<file path="config.mk">
export PLATFORM = sky130hd
export DESIGN_NAME = fetch_sequencer
export DESIGN_NICKNAME = d
export VERILOG_FILES = /design/src/rtl/fetch_pkg.sv /design/src/rtl/fetch_perf_counter.sv /design/src/rtl/fetch_sequencer.sv
export SDC_FILE = /design/constraint.sdc
export NUM_CORES = 1
export LEC_CHECK = 0
export BUFFER_PORTS_ARGS = -buffer_cell sky130_fd_sc_hd__clkbuf_2
export CAP_MARGIN = 30
export CORE_ASPECT_RATIO = 1.1
export CORE_MARGIN = 1
export CORE_UTILIZATION = 30
export CTS_CLUSTER_DIAMETER = 50
export DETAILED_ROUTE_END_ITERATION = 8
export PLACE_DENSITY_LB_ADDON = 0.15
export SLEW_MARGIN = 30
export SYNTH_ARGS = -nofsm -noshare
export SYNTH_HDL_FRONTEND = slang
export SYNTH_SLANG_ARGS = --single-unit
</file>
<file path="constraint.sdc">
create_clock -name clk -period 2.81 [get_ports clk]
set_input_delay 0.562 -clock clk [delete_from_list [all_inputs] [get_ports clk]]
set_output_delay 0.562 -clock clk [all_outputs]
set_load 0.01 [all_outputs]
</file>
<file path="src/rtl/fetch_pkg.sv">
// Shared types and sizes for the instruction fetch sequencer.
//   fetch_state_e : fetch FSM states
//   FETCH_ADDR_W  : PC / instruction-memory address width
//   FETCH_INSTR_W : instruction width
//   FETCH_PERF_W  : width of the optional performance counters
package fetch_pkg;

  localparam int unsigned FETCH_ADDR_W  = 10;
  localparam int unsigned FETCH_INSTR_W = 16;
  localparam int unsigned FETCH_PERF_W  = 16;

  typedef enum logic [1:0] {
    StIdle,
    StFetch,
    StHold,
    StDrain
  } fetch_state_e;

endpackage

</file>
<file path="src/rtl/fetch_perf_counter.sv">
// Saturating event counter for fetch performance monitoring.
//   clk, reset : clock and asynchronous active-high reset
//   clr_i      : synchronous clear, wins over inc_i
//   inc_i      : count one event this cycle
//   cnt_o      : current count, sticks at all-ones
module fetch_perf_counter
  import fetch_pkg::*;
(
  input  logic                    clk,
  input  logic                    reset,
  input  logic                    clr_i,
  input  logic                    inc_i,
  output logic [FETCH_PERF_W-1:0] cnt_o
);

  logic [FETCH_PERF_W-1:0] cnt_q, cnt_d;

  always_comb begin
    cnt_d = cnt_q;
    if (clr_i) begin
      cnt_d = '0;
    end else if (inc_i && (cnt_q != '1)) begin
      cnt_d = cnt_q + 1'b1;
    end
  end

  always_ff @(posedge clk or posedge reset) begin
    if (reset) begin
      cnt_q <= '0;
    end else begin
      cnt_q <= cnt_d;
    end
  end

  assign cnt_o = cnt_q;

endmodule

</file>
<file path="src/rtl/fetch_sequencer.sv">
// Instruction fetch sequencer: owns the PC, issues req/ack reads to instruction memory and
// hands one fetched instruction at a time to decode over valid/ready. Branch redirects may
// arrive in any state, including while a read is in flight (the read is then drained).
//   clk, reset        : clock and asynchronous active-high reset
//   run_i             : fetch enable, stops at the next fetch boundary when low
//   imem_req_o/addr_o : memory read request, held with stable address until imem_ack_i
//   imem_ack_i/rdata_i: read completion and data
//   if_valid_o/instr_o/pc_o, id_ready_i : decode handshake
//   redirect_valid_i/addr_i : one-cycle branch/jump target
// Optional build macro FETCH_PERF_EN adds perf_clr_i, perf_fetch_cnt_o, perf_stall_cnt_o.
module fetch_sequencer
  import fetch_pkg::*;
#(
  parameter int unsigned       ADDR_W   = FETCH_ADDR_W,
  parameter int unsigned       INSTR_W  = FETCH_INSTR_W,
  parameter logic [ADDR_W-1:0] RESET_PC = '0
) (
  input  logic               clk,
  input  logic               reset,
  input  logic               run_i,
  output logic               imem_req_o,
  output logic [ADDR_W-1:0]  imem_addr_o,
  input  logic               imem_ack_i,
  input  logic [INSTR_W-1:0] imem_rdata_i,
  output logic               if_valid_o,
  output logic [INSTR_W-1:0] if_instr_o,
  output logic [ADDR_W-1:0]  if_pc_o,
  input  logic               id_ready_i,
  input  logic               redirect_valid_i,
  input  logic [ADDR_W-1:0]  redirect_addr_i
`ifdef FETCH_PERF_EN
  ,
  input  logic                    perf_clr_i,
  output logic [FETCH_PERF_W-1:0] perf_fetch_cnt_o,
  output logic [FETCH_PERF_W-1:0] perf_stall_cnt_o
`endif
);

  fetch_state_e       state_q, state_d;
  logic [ADDR_W-1:0]  pc_q, pc_d;
  logic [ADDR_W-1:0]  imem_addr_q, imem_addr_d;
  logic               if_valid_q, if_valid_d;
  logic [INSTR_W-1:0] if_instr_q, if_instr_d;
  logic [ADDR_W-1:0]  if_pc_q, if_pc_d;

  logic              accept;
  logic [ADDR_W-1:0] target;

  assign accept = if_valid_q & id_ready_i;
  // Address of the next read to issue: a redirect this cycle overrides the sequential PC.
  assign target = redirect_valid_i ? redirect_addr_i : pc_q;

  // State register and datapath registers.
  always_ff @(posedge clk or posedge reset) begin
    if (reset) begin
      state_q     <= StIdle;
      pc_q        <= RESET_PC;
      imem_addr_q <= RESET_PC;
      if_valid_q  <= 1'b0;
      if_instr_q  <= '0;
      if_pc_q     <= '0;
    end else begin
      state_q     <= state_d;
      pc_q        <= pc_d;
      imem_addr_q <= imem_addr_d;
      if_valid_q  <= if_valid_d;
      if_instr_q  <= if_instr_d;
      if_pc_q     <= if_pc_d;
    end
  end

  // Next-state logic.
  always_comb begin
    state_d = state_q;
    unique case (state_q)
      StIdle: begin
        // A redirect in IDLE only retargets the PC.
        if (!redirect_valid_i && run_i) state_d = StFetch;
      end
      StFetch: begin
        if (redirect_valid_i) begin
          // Unfinished read must be drained; a finished one is simply dropped.
          state_d = imem_ack_i ? StFetch : StDrain;
        end else if (imem_ack_i) begin
          state_d = StHold;
        end
      end
      StHold: begin
        if (redirect_valid_i || accept) state_d = run_i ? StFetch : StIdle;
      end
      StDrain: begin
        if (imem_ack_i) state_d = run_i ? StFetch : StIdle;
      end
      default: state_d = StIdle;
    endcase
  end

  // Datapath next values.
  always_comb begin
    pc_d       = pc_q;
    if_valid_d = if_valid_q;
    if_instr_d = if_instr_q;
    if_pc_d    = if_pc_q;

    if (redirect_valid_i) begin
      pc_d = redirect_addr_i;
    end else if ((state_q == StFetch) && imem_ack_i) begin
      pc_d = pc_q + 1'b1;
    end

    if (redirect_valid_i) begin
      if_valid_d = 1'b0;
    end else if ((state_q == StFetch) && imem_ack_i) begin
      if_valid_d = 1'b1;
      if_instr_d = imem_rdata_i;
      if_pc_d    = imem_addr_q;
    end else if (accept) begin
      if_valid_d = 1'b0;
    end

    // Address only moves when a new read starts; it stays put through FETCH and DRAIN waits.
    if ((state_d == StFetch) && ((state_q != StFetch) || imem_ack_i)) begin
      imem_addr_d = target;
    end else begin
      imem_addr_d = imem_addr_q;
    end
  end

  // Outputs, all taken straight from registers.
  always_comb begin
    imem_req_o  = (state_q == StFetch) || (state_q == StDrain);
    imem_addr_o = imem_addr_q;
    if_valid_o  = if_valid_q;
    if_instr_o  = if_instr_q;
    if_pc_o     = if_pc_q;
  end

`ifdef FETCH_PERF_EN
  fetch_perf_counter u_fetch_cnt (
    .clk   (clk),
    .reset (reset),
    .clr_i (perf_clr_i),
    .inc_i (accept),
    .cnt_o (perf_fetch_cnt_o)
  );

  fetch_perf_counter u_stall_cnt (
    .clk   (clk),
    .reset (reset),
    .clr_i (perf_clr_i),
    .inc_i (imem_req_o & ~imem_ack_i),
    .cnt_o (perf_stall_cnt_o)
  );
`endif

endmodule

</file>
==> metrics.csv, run 1 <==
metric,value,unit
status,"finished, final reports clean",
ys_warn_count,0,
route.detailed.drc,0,
drv_cap,0,
final.setup.worst_slack,0.676,ns
postCtsSetupRepairBufs,0,
peakVddDrop,0.271,mV
antenna_cells,0,
seq_area_frac_synth,53.8,%
path_max_fanout,27,
port_buffers,69,
antenna_found_initial,0,
grt_setup_unrepaired,no,
routed_wl,4630,µm
ant_nets,0,
dp_slack,0.508,ns
cts_tree,done,
ios,70,
crit_slowest_cell,nor2_8,
cts_buffers,5,
clock-sinks,49,
synth.top_cell.area_share,53.8,%
synth_nets,212,
ys.flop_type,dfrtp_1,
end_kind,register,
finalSetupTns,0,ns
nNetsFinal,282,
grt_pass1_vias,1548,
synth_common_cells,"dfrtp_1 (49), o21ai_0 (22), mux2_4 (19)",
stdcell_count,335,
holdWs,0.240,ns
clock_latency,0.30,ns
async_reset_ff_share,100,%
reg2reg_slack,0.68,ns
grt_overflow,0,
synth_edf_count,0,
cts_max_level,2,
path_cells,"inv_2, or3_1, nor2_8, mux2_2",
cp.arrival,2.33,ns
root_buffer,clkbuf_8,
min_period,2.13,ns
hold_buffers,0,
dr.pass1.iters,4,
power_leakage,1.38,nW
synth-seq-cells,49,
place.gp.congestion,0.737,
dpl.cell_count,327,
reg2reg_from,state_q[0]$_DFF_PP0_,
fin_skew,0.00172,ns
hpwl,3340,µm
worst_slew_pin_slew,0.658,ns
path_clk_slew,0.09,ns
vias,1554,
syn_to_final_growth,22.5,%
fin_total_pwr,2.79,mW
via_per_inst,4.64,
worstRegToRegCells,4,
worstSetupStartpointType,register,
crit_type,register to register,
num_rows,32,
clockBufferDepth,2,
synth.distinct_cells,29,
wl_per_cell,13.8,µm
max_clock_freq,0.469,GHz
yosysMostFrequentCell,dfrtp_1,
start_util,31.8,%
regToRegEndpoint,if_instr_o[10]$_DFFE_PP0P_,
die_width,85.1,µm
slew_violations,0,
worstPathRequired,3.00,ns
relSlewSlack,56.1,%
cp_slowest_stage_delay,0.55,ns
syn_avg_cell_area,12.7,µm²
core_region_area,7170,µm²
netlist_area,2280,µm²
drt_iter0_markers,42,
grt_pass1_wl,7710,µm
yosysTopAreaCell,dfrtp_1,
synthCells,179,
setup_violations,0,
drive_gt1_share,48.4,%
track_usage,12.5,%
synth.area.top_cells,"dfrtp_1 (54%), mux2_4 (13%), mux2_2 (8.4%), o21ai_0 (4.8%), xnor2_1 (3.5%)",
die_y,93.5,µm
hp-class,input pin to asynchronous set/reset pin,
dieArea,7960,µm²
cts_resized,0,
grt_max_degree,35,
p_per_area,998,nW/µm²
hold_violations,0,
finalCritPeriodShare,75.9,%
## how the worst max path moves through the flow
stage,from,to,slack (ns),cells after the start
after global placement,imem_ack_i,if_instr_o[14]$_DFFE_PP0P_,0.54,5
after CTS,state_q[0]$_DFF_PP0_,if_instr_o[15]$_DFFE_PP0P_,0.68,4
after detailed placement,imem_ack_i,if_instr_o[15]$_DFFE_PP0P_,0.51,5
final,state_q[0]$_DFF_PP0_,if_instr_o[10]$_DFFE_PP0P_,0.68,4
after global routing,state_q[0]$_DFF_PP0_,if_instr_o[10]$_DFFE_PP0P_,0.58,4
after floorplan,redirect_valid_i,imem_addr_o[0]$_DFFE_PP0P_,0.93,5
## worst max-delay path: cells and delay by family, from the launching register on
kind | cells | cell delay, ns
buffers and inverters | 1 | 0.10
flip-flops | 1 | 0.45
multiplexers | 1 | 0.40
AND/OR/NAND/NOR | 2 | 1.08
## power breakdown
| group | total [mW] | switching, mW | internal (mW) |
|---|---|---|---|
| registers | 1.19 | 0.195 | 0.999 |
| logic | 1.07 | 0.475 | 0.593 |
| clock network | 0.529 | 0.240 | 0.290 |
| total | 2.79 | 0.909 | 1.88 |
## sequential cells by signal, summed over array words and instances, names as in the netlist
| signal | flops |
|---|---|
| imem_addr_o | 10 |
| if_pc_o | 10 |
| pc_q | 10 |
| if_valid_o | 1 |
| state_q | 2 |
| if_instr_o | 16 |
## layout make-up
type / count / area, µm²
Clock buffer: 6 / 82.6
Sequential cell: 49 / 1230
Tap cell: 85 / 106
Clock inverter: 2 / 37.5
Inverter: 13 / 48.8
Fill cell: 720 / 4370
Timing Repair Buffer: 72 / 368
Multi-Input combinational cell: 108 / 926
## metal layers
layer	GRT usage [%]	up-vias	share of wire, %
met5	0	-	0
met4	3.81	0	1.2
met3	3.18	6	5.6
met2	19.1	46	44
met1	17.5	745	49
li1	-	757	-
## stage by stage
stage	utilization (%)	cell area (µm²)
2_1_floorplan	-	2280
3_3_place_gp	37.3	2680
3_5_place_dp	37.3	2680
4_1_cts	39.0	2800
5_1_grt	39.0	2800
6_report	39.0	2800
## layout by cell type, fill, tap and decap left out, types with 4 or more instances in the layout
| cell | instances |
|---|---|
| o21ai_0 | 22 |
| dfrtp_1 | 49 |
| nand2_1 | 14 |
| a21oi_1 | 4 |
| inv_1 | 11 |
| mux2_2 | 17 |
| clkbuf_2 | 69 |
| clkbuf_8 | 6 |
| mux2_4 | 19 |
| xnor2_1 | 9 |
| nand4_1 | 4 |
## logic make-up after synthesis
family	Yosys count	share of synthesized area, %
flip-flops	49	53.8
adder cells (fa/ha/maj)	1	0.548
AO/OA/AOI/OAI	30	7.41
buffers and inverters	22	5.65
multiplexers	37	21.3
AND/OR/NAND/NOR	31	7.84
XOR/XNOR	9	3.46
(Power assumes the default switching activity.)
==> run 2, diff against run 1 <==
==> constraint.sdc (replaced) <==
create_clock -name clk -period 1.8 [get_ports clk]
set_input_delay 0.36 -clock clk [delete_from_list [all_inputs] [get_ports clk]]
set_output_delay 0.36 -clock clk [all_outputs]
set_load 0.01 [all_outputs]
==> metrics.csv, run 2 (same netlist as run 1, synthesis figures left out) <==
metric,value,unit,change
status,"finished, final reports clean",,
core_region_area,7170,µm²,unchanged
start_util,31.8,%,unchanged
holdWs,0.279,ns,+0.0395 ns
cp.arrival,1.89,ns,-0.44 ns
crit_slowest_cell,or3_1,,
power_leakage,1.41,nW,+2.5%
grt_setup_unrepaired,no,,
hold_violations,0,,unchanged
multi_input_comb_area,926,µm²,unchanged
fin_skew,0.00605,ns,+0.00433 ns
place.gp.congestion,0.711,,-3.5%
grt_pass1_vias,1570,,+1.4%
cp_slowest_stage_delay,0.47,ns,-0.08 ns
postCtsSetupRepairBufs,0,,unchanged
dpl.cell_count,333,,+1.8%
crit_path_end,if_instr_o[2]$_DFFE_PP0P_,,
drt_iter0_markers,58,,+38%
hp-start,redirect_addr_i[0],,
die_y,93.5,µm,unchanged
stdcell_count,342,,+2.1%
port_buffers,69,,unchanged
crit_type,register to register,,
dp_slack,0.0782,ns,-0.429 ns
clockBufferDepth,2,,unchanged
worstSetupStartpointType,register,,
ios,70,,unchanged
fin_total_pwr,4.31,mW,+54%
grt_overflow,0,,unchanged
vias,1590,,+2.3%
wl_per_cell,13.5,µm,-2.2%
hpwl,3330,µm,-0.34%
final.setup.worst_slack,0.101,ns,-0.575 ns
relSlewSlack,78.3,%,+22 points
worst_slew_pin_slew,0.325,ns,-0.333 ns
syn_to_final_growth,25.3,%,
worstPathRequired,1.99,ns,-1.01 ns
path_cells,"inv_2, or3_1, nor2_8, buf_12, mux2_4",,
finalSetupTns,0,ns,unchanged
antenna_cells,0,,unchanged
cts_tree,done,,
setup_violations,0,,unchanged
final_cell_mix,"clkbuf_2 (69), dfrtp_1 (49), o21ai_0 (22)",,
worstRegToRegCells,5,,+1
ant_nets,0,,unchanged
root_buffer,clkbuf_8,,
reg2reg_from,state_q[0]$_DFF_PP0_,,
slew_violations,0,,unchanged
num_rows,32,,unchanged
path_max_fanout,19,,-30%
drive_gt1_share,49.4,%,+1.0 points
reg2reg_slack,0.10,ns,-0.58 ns
cts_buffers,5,,unchanged
p_per_area,1510,nW/µm²,+51%
grt_pass1_wl,7820,µm,+1.3%
cts_max_level,2,,unchanged
nFillCells,746,,+3.6%
nNetsFinal,289,,+2.5%
die_width,85.1,µm,unchanged
drv_cap,0,,unchanged
route.detailed.drc,0,,unchanged
fin_area,2860,µm²,+2.2%
min_period,1.70,ns,-0.435 ns
grt_max_degree,39,,+11%
path_clk_slew,0.10,ns,about the same
place_area,2760,µm²,+3.1%
regToRegEndpoint,if_instr_o[2]$_DFFE_PP0P_,,
clock-sinks,49,,unchanged
end_kind,register,,
finalCritPeriodShare,94.4,%,+18 points
largest_reg_flops,16,,unchanged
via_per_inst,4.65,,+0.22%
dieArea,7960,µm²,unchanged
track_usage,12.8,%,+0.28 points
routed_wl,4620,µm,-0.15%
clock_latency,0.30,ns,about the same
dr.pass1.iters,4,,unchanged
utilization,39.9,%,+0.87 points
peakVddDrop,0.545,mV,+100%
antenna_found_initial,0,,unchanged
max_clock_freq,0.589,GHz,+26%
crit_start,state_q[0]$_DFF_PP0_,,
final_common_cell,clkbuf_2,,
register_area,1230,µm²,unchanged
hp-class,input pin to register,,
==> run 2: cell types whose count changed in the layout (fill, tap and decap cells not counted), sizes merged <==
cell	before	now
clkbuf	75	74
dlygate4sd3	0	1
buf	3	9
bufinv	1	0
clkinv	0	1
inv	13	14
==> run 2: final cells by class <==
class | count | area share (%)
Multi-Input combinational cell | 108 | 32.4
Inverter | 13 | 1.71
Sequential cell | 49 | 42.9
Tap cell | 85 | 3.72
Clock buffer | 5 | 2.41
Timing Repair Buffer | 79 | 16.1
Clock inverter | 3 | 0.744
==> run 2: worst max-delay path: cells and delay by family, from the launching register on <==
kind | cells | cell delay (ns)
buf+inv | 2 | 0.28
mux | 1 | 0.31
simple gates | 2 | 0.61
flops | 1 | 0.38
==> run 2: how the worst min path moves through the flow <==
stage                                       endpoint  cells after the start
final                            pc_q[0]$_DFFE_PP0P_                      3
after detailed placement  if_instr_o[15]$_DFFE_PP0P_                      2
after global placement    if_instr_o[14]$_DFFE_PP0P_                      2
after global routing       if_instr_o[8]$_DFFE_PP0P_                      2
after floorplan                  pc_q[0]$_DFFE_PP0P_                      2
after CTS                  if_instr_o[8]$_DFFE_PP0P_                      2
==> run 2: metal layers <==
metal	vias up	share of wire, %	global-route usage (%)	routed length [µm]
met5	-	0	0	0
met3	5	5.4	3.71	250
met4	0	1.3	4.24	59
li1	778	-	-	-
met2	45	42	18.5	1940
met1	762	51	18.3	2370
==> run 2: repair_timing <==
action | CTS | global route
hold buffers | 1 | 0
gates resized for setup | 0 | 0
hold endpoints to repair | 11 | 0
==> run 2: power by group <==
part	switching, mW	internal [mW]	total, mW
Clock	0.387	0.276	0.664
Sequential	0.282	1.56	1.84
Combinational	0.784	1.02	1.80
Total	1.45	2.86	4.31
==> run 3, diff against run 2 <==
--- a/config.mk
+++ b/config.mk
@@ -12,6 +12,7 @@
 export CORE_UTILIZATION = 30
 export CTS_CLUSTER_DIAMETER = 50
 export DETAILED_ROUTE_END_ITERATION = 8
+export GPL_TIMING_DRIVEN = 1
 export PLACE_DENSITY_LB_ADDON = 0.15
 export SLEW_MARGIN = 30
 export SYNTH_ARGS = -nofsm -noshare
==> constraint.sdc (replaced) <==
create_clock -name clk -period 1.35 [get_ports clk]
set_input_delay 0.27 -clock clk [delete_from_list [all_inputs] [get_ports clk]]
set_output_delay 0.27 -clock clk [all_outputs]
set_load 0.01 [all_outputs]
==> metrics.csv, run 3 (same netlist as run 1, synthesis figures left out) <==
metric,value,unit,change
hpwl,3510,µm,+5.4%
final_common_cell,clkbuf_2,,
worstPathRequired,1.53,ns,-0.46 ns
place.gp.congestion,0.778,,+9.5%
drt_iter0_markers,46,,-21%
drive_gt1_share,54.6,%,+5.2 points
grt_pass1_wl,8090,µm,+3.4%
utilization,43.9,%,+4.0 points
peakVddDrop,0.577,mV,+5.8%
wl_per_cell,13.9,µm,+2.6%
ant_nets,0,,unchanged
final.setup.worst_slack,-0.247,ns,-0.348 ns
cp.arrival,1.78,ns,-0.11 ns
cts_buffers,5,,unchanged
routed_wl,4940,µm,+6.8%
nNetsFinal,303,,+4.8%
path_cells,"inv_2, or3_4, nor2_8, buf_12, buf_12, mux2_4",,
hold_violations,0,,unchanged
clock_latency,0.30,ns,about the same
relSlewSlack,80.3,%,+2.0 points
p_per_area,2020,nW/µm²,+34%
max_clock_freq,0.626,GHz,+6.4%
port_buffers,69,,unchanged
track_usage,13.3,%,+0.48 points
fin_skew,0.0145,ns,+0.00846 ns
largest_reg_flops,16,,unchanged
power_leakage,1.55,nW,+9.3%
antenna_cells,0,,unchanged
finalSetupTns,-9.12,ns,-9.12 ns
clock-sinks,49,,unchanged
path_max_fanout,8,,-11
slew_violations,0,,unchanged
core_region_area,7170,µm²,unchanged
crit_slowest_cell,or3_4,,
route.detailed.drc,0,,unchanged
status,"complete, but fails checks",,
min_period,1.60,ns,-0.102 ns
crit_top_cell,buf_12,,
via_per_inst,4.56,,-1.8%
violations,setup timing,,
antenna_found_initial,0,,unchanged
die_width,85.1,µm,unchanged
clockBufferDepth,2,,unchanged
worst_slew_pin_slew,0.295,ns,-0.0298 ns
final_cell_mix,"clkbuf_2 (69), dfrtp_1 (49), mux2_4 (27)",,
finalCritPeriodShare,118,%,+24 points
dieArea,7960,µm²,unchanged
setup_violations,43,,+43
grt_pass1_vias,1615,,+2.9%
crit_type,register to register,,
die_y,93.5,µm,unchanged
end_kind,register,,
ios,70,,unchanged
path_clk_slew,0.09,ns,about the same
cts_tree,done,,
drv_cap,0,,unchanged
num_rows,32,,unchanged
vias,1625,,+2.2%
grt_max_degree,40,,+2.6%
grt_setup_unrepaired,yes,,
root_buffer,clkbuf_8,,
grt_overflow,0,,unchanged
syn_to_final_growth,37.8,%,
start_util,31.8,%,unchanged
dr.pass1.iters,4,,unchanged
hp-class,input pin to register,,
cp_slowest_stage_delay,0.39,ns,-0.08 ns
cts_max_level,2,,unchanged
worstSetupStartpointType,register,,
## run 3: final cells by class
cell class,count,area (µm²)
flip-flops and latches,49,1230
fillers,684,4020
clock inverters,3,46.3
multi-input cells,108,1010
repair buffers,93,638
well taps,85,106
clock buffers,5,68.8
inverters,13,52.6
## run 3: per-stage QoR
stage	hold WS, ns	cells	instance area (µm²)	power [mW]	setup slack [ns]
2_1_floorplan	0.306	179	2300	4.02	-0.333
3_3_place_gp	0.229	342	2850	5.06	-0.340
3_5_place_dp	0.228	342	2850	5.10	-0.346
4_1_cts	0.178	357	3160	6.48	-0.275
5_1_grt	0.179	356	3140	6.80	-0.307
6_report	0.185	356	3140	6.36	-0.247
## run 3: path summary, 6_finish.rpt
kind | from | to | slack [ns] | depth (start not counted)
setup reg to reg | state_q[0]$_DFF_PP0_ | if_instr_o[10]$_DFFE_PP0P_ | -0.25 | 6
min in group asynchronous | reset | if_instr_o[11]$_DFFE_PP0P_ | 0.47 | 3
hold / removal | redirect_addr_i[7] | pc_q[7]$_DFFE_PP0P_ | 0.18 | 3
hold reg to reg | if_pc_o[2]$_DFFE_PP0P_ | if_pc_o[2]$_DFFE_PP0P_ | 0.52 | 1
setup / recovery | state_q[0]$_DFF_PP0_ | if_instr_o[10]$_DFFE_PP0P_ | -0.25 | 6
max in group asynchronous | reset | if_pc_o[1]$_DFFE_PP0P_ | 0.41 | 4
## run 3: power breakdown
part | total [mW] | internal (mW) | switching [mW]
Clock | 1.06 | 0.555 | 0.503
Sequential | 2.49 | 2.08 | 0.411
Combinational | 2.81 | 1.68 | 1.14
## run 3: what timing repair did
action	CTS	global route
endpoints found under the hold margin	10	0
endpoints found under the setup margin	45	46
resized for setup	19	2
buffers inserted	4	0
gates cloned	2	0
hold buffers	1	0
pin swaps	5	0
## run 3: layer usage
| metal | global-route usage, % | share of wire [%] | up-vias |
|---|---|---|---|
| li1 | - | - | 806 |
| met1 | 18.2 | 48 | 769 |
| met2 | 20.4 | 46 | 44 |
| met3 | 3.53 | 5.1 | 6 |
| met4 | 4.24 | 1.3 | 0 |
| met5 | 0 | 0 | - |
## run 3: worst max-delay path: cells and delay by family (launching register included)
kind                   cells  cell delay [ns]
and+or+nand+nor            2             0.53
DFF                        1             0.37
muxes                      1             0.29
buffers and inverters      3             0.28
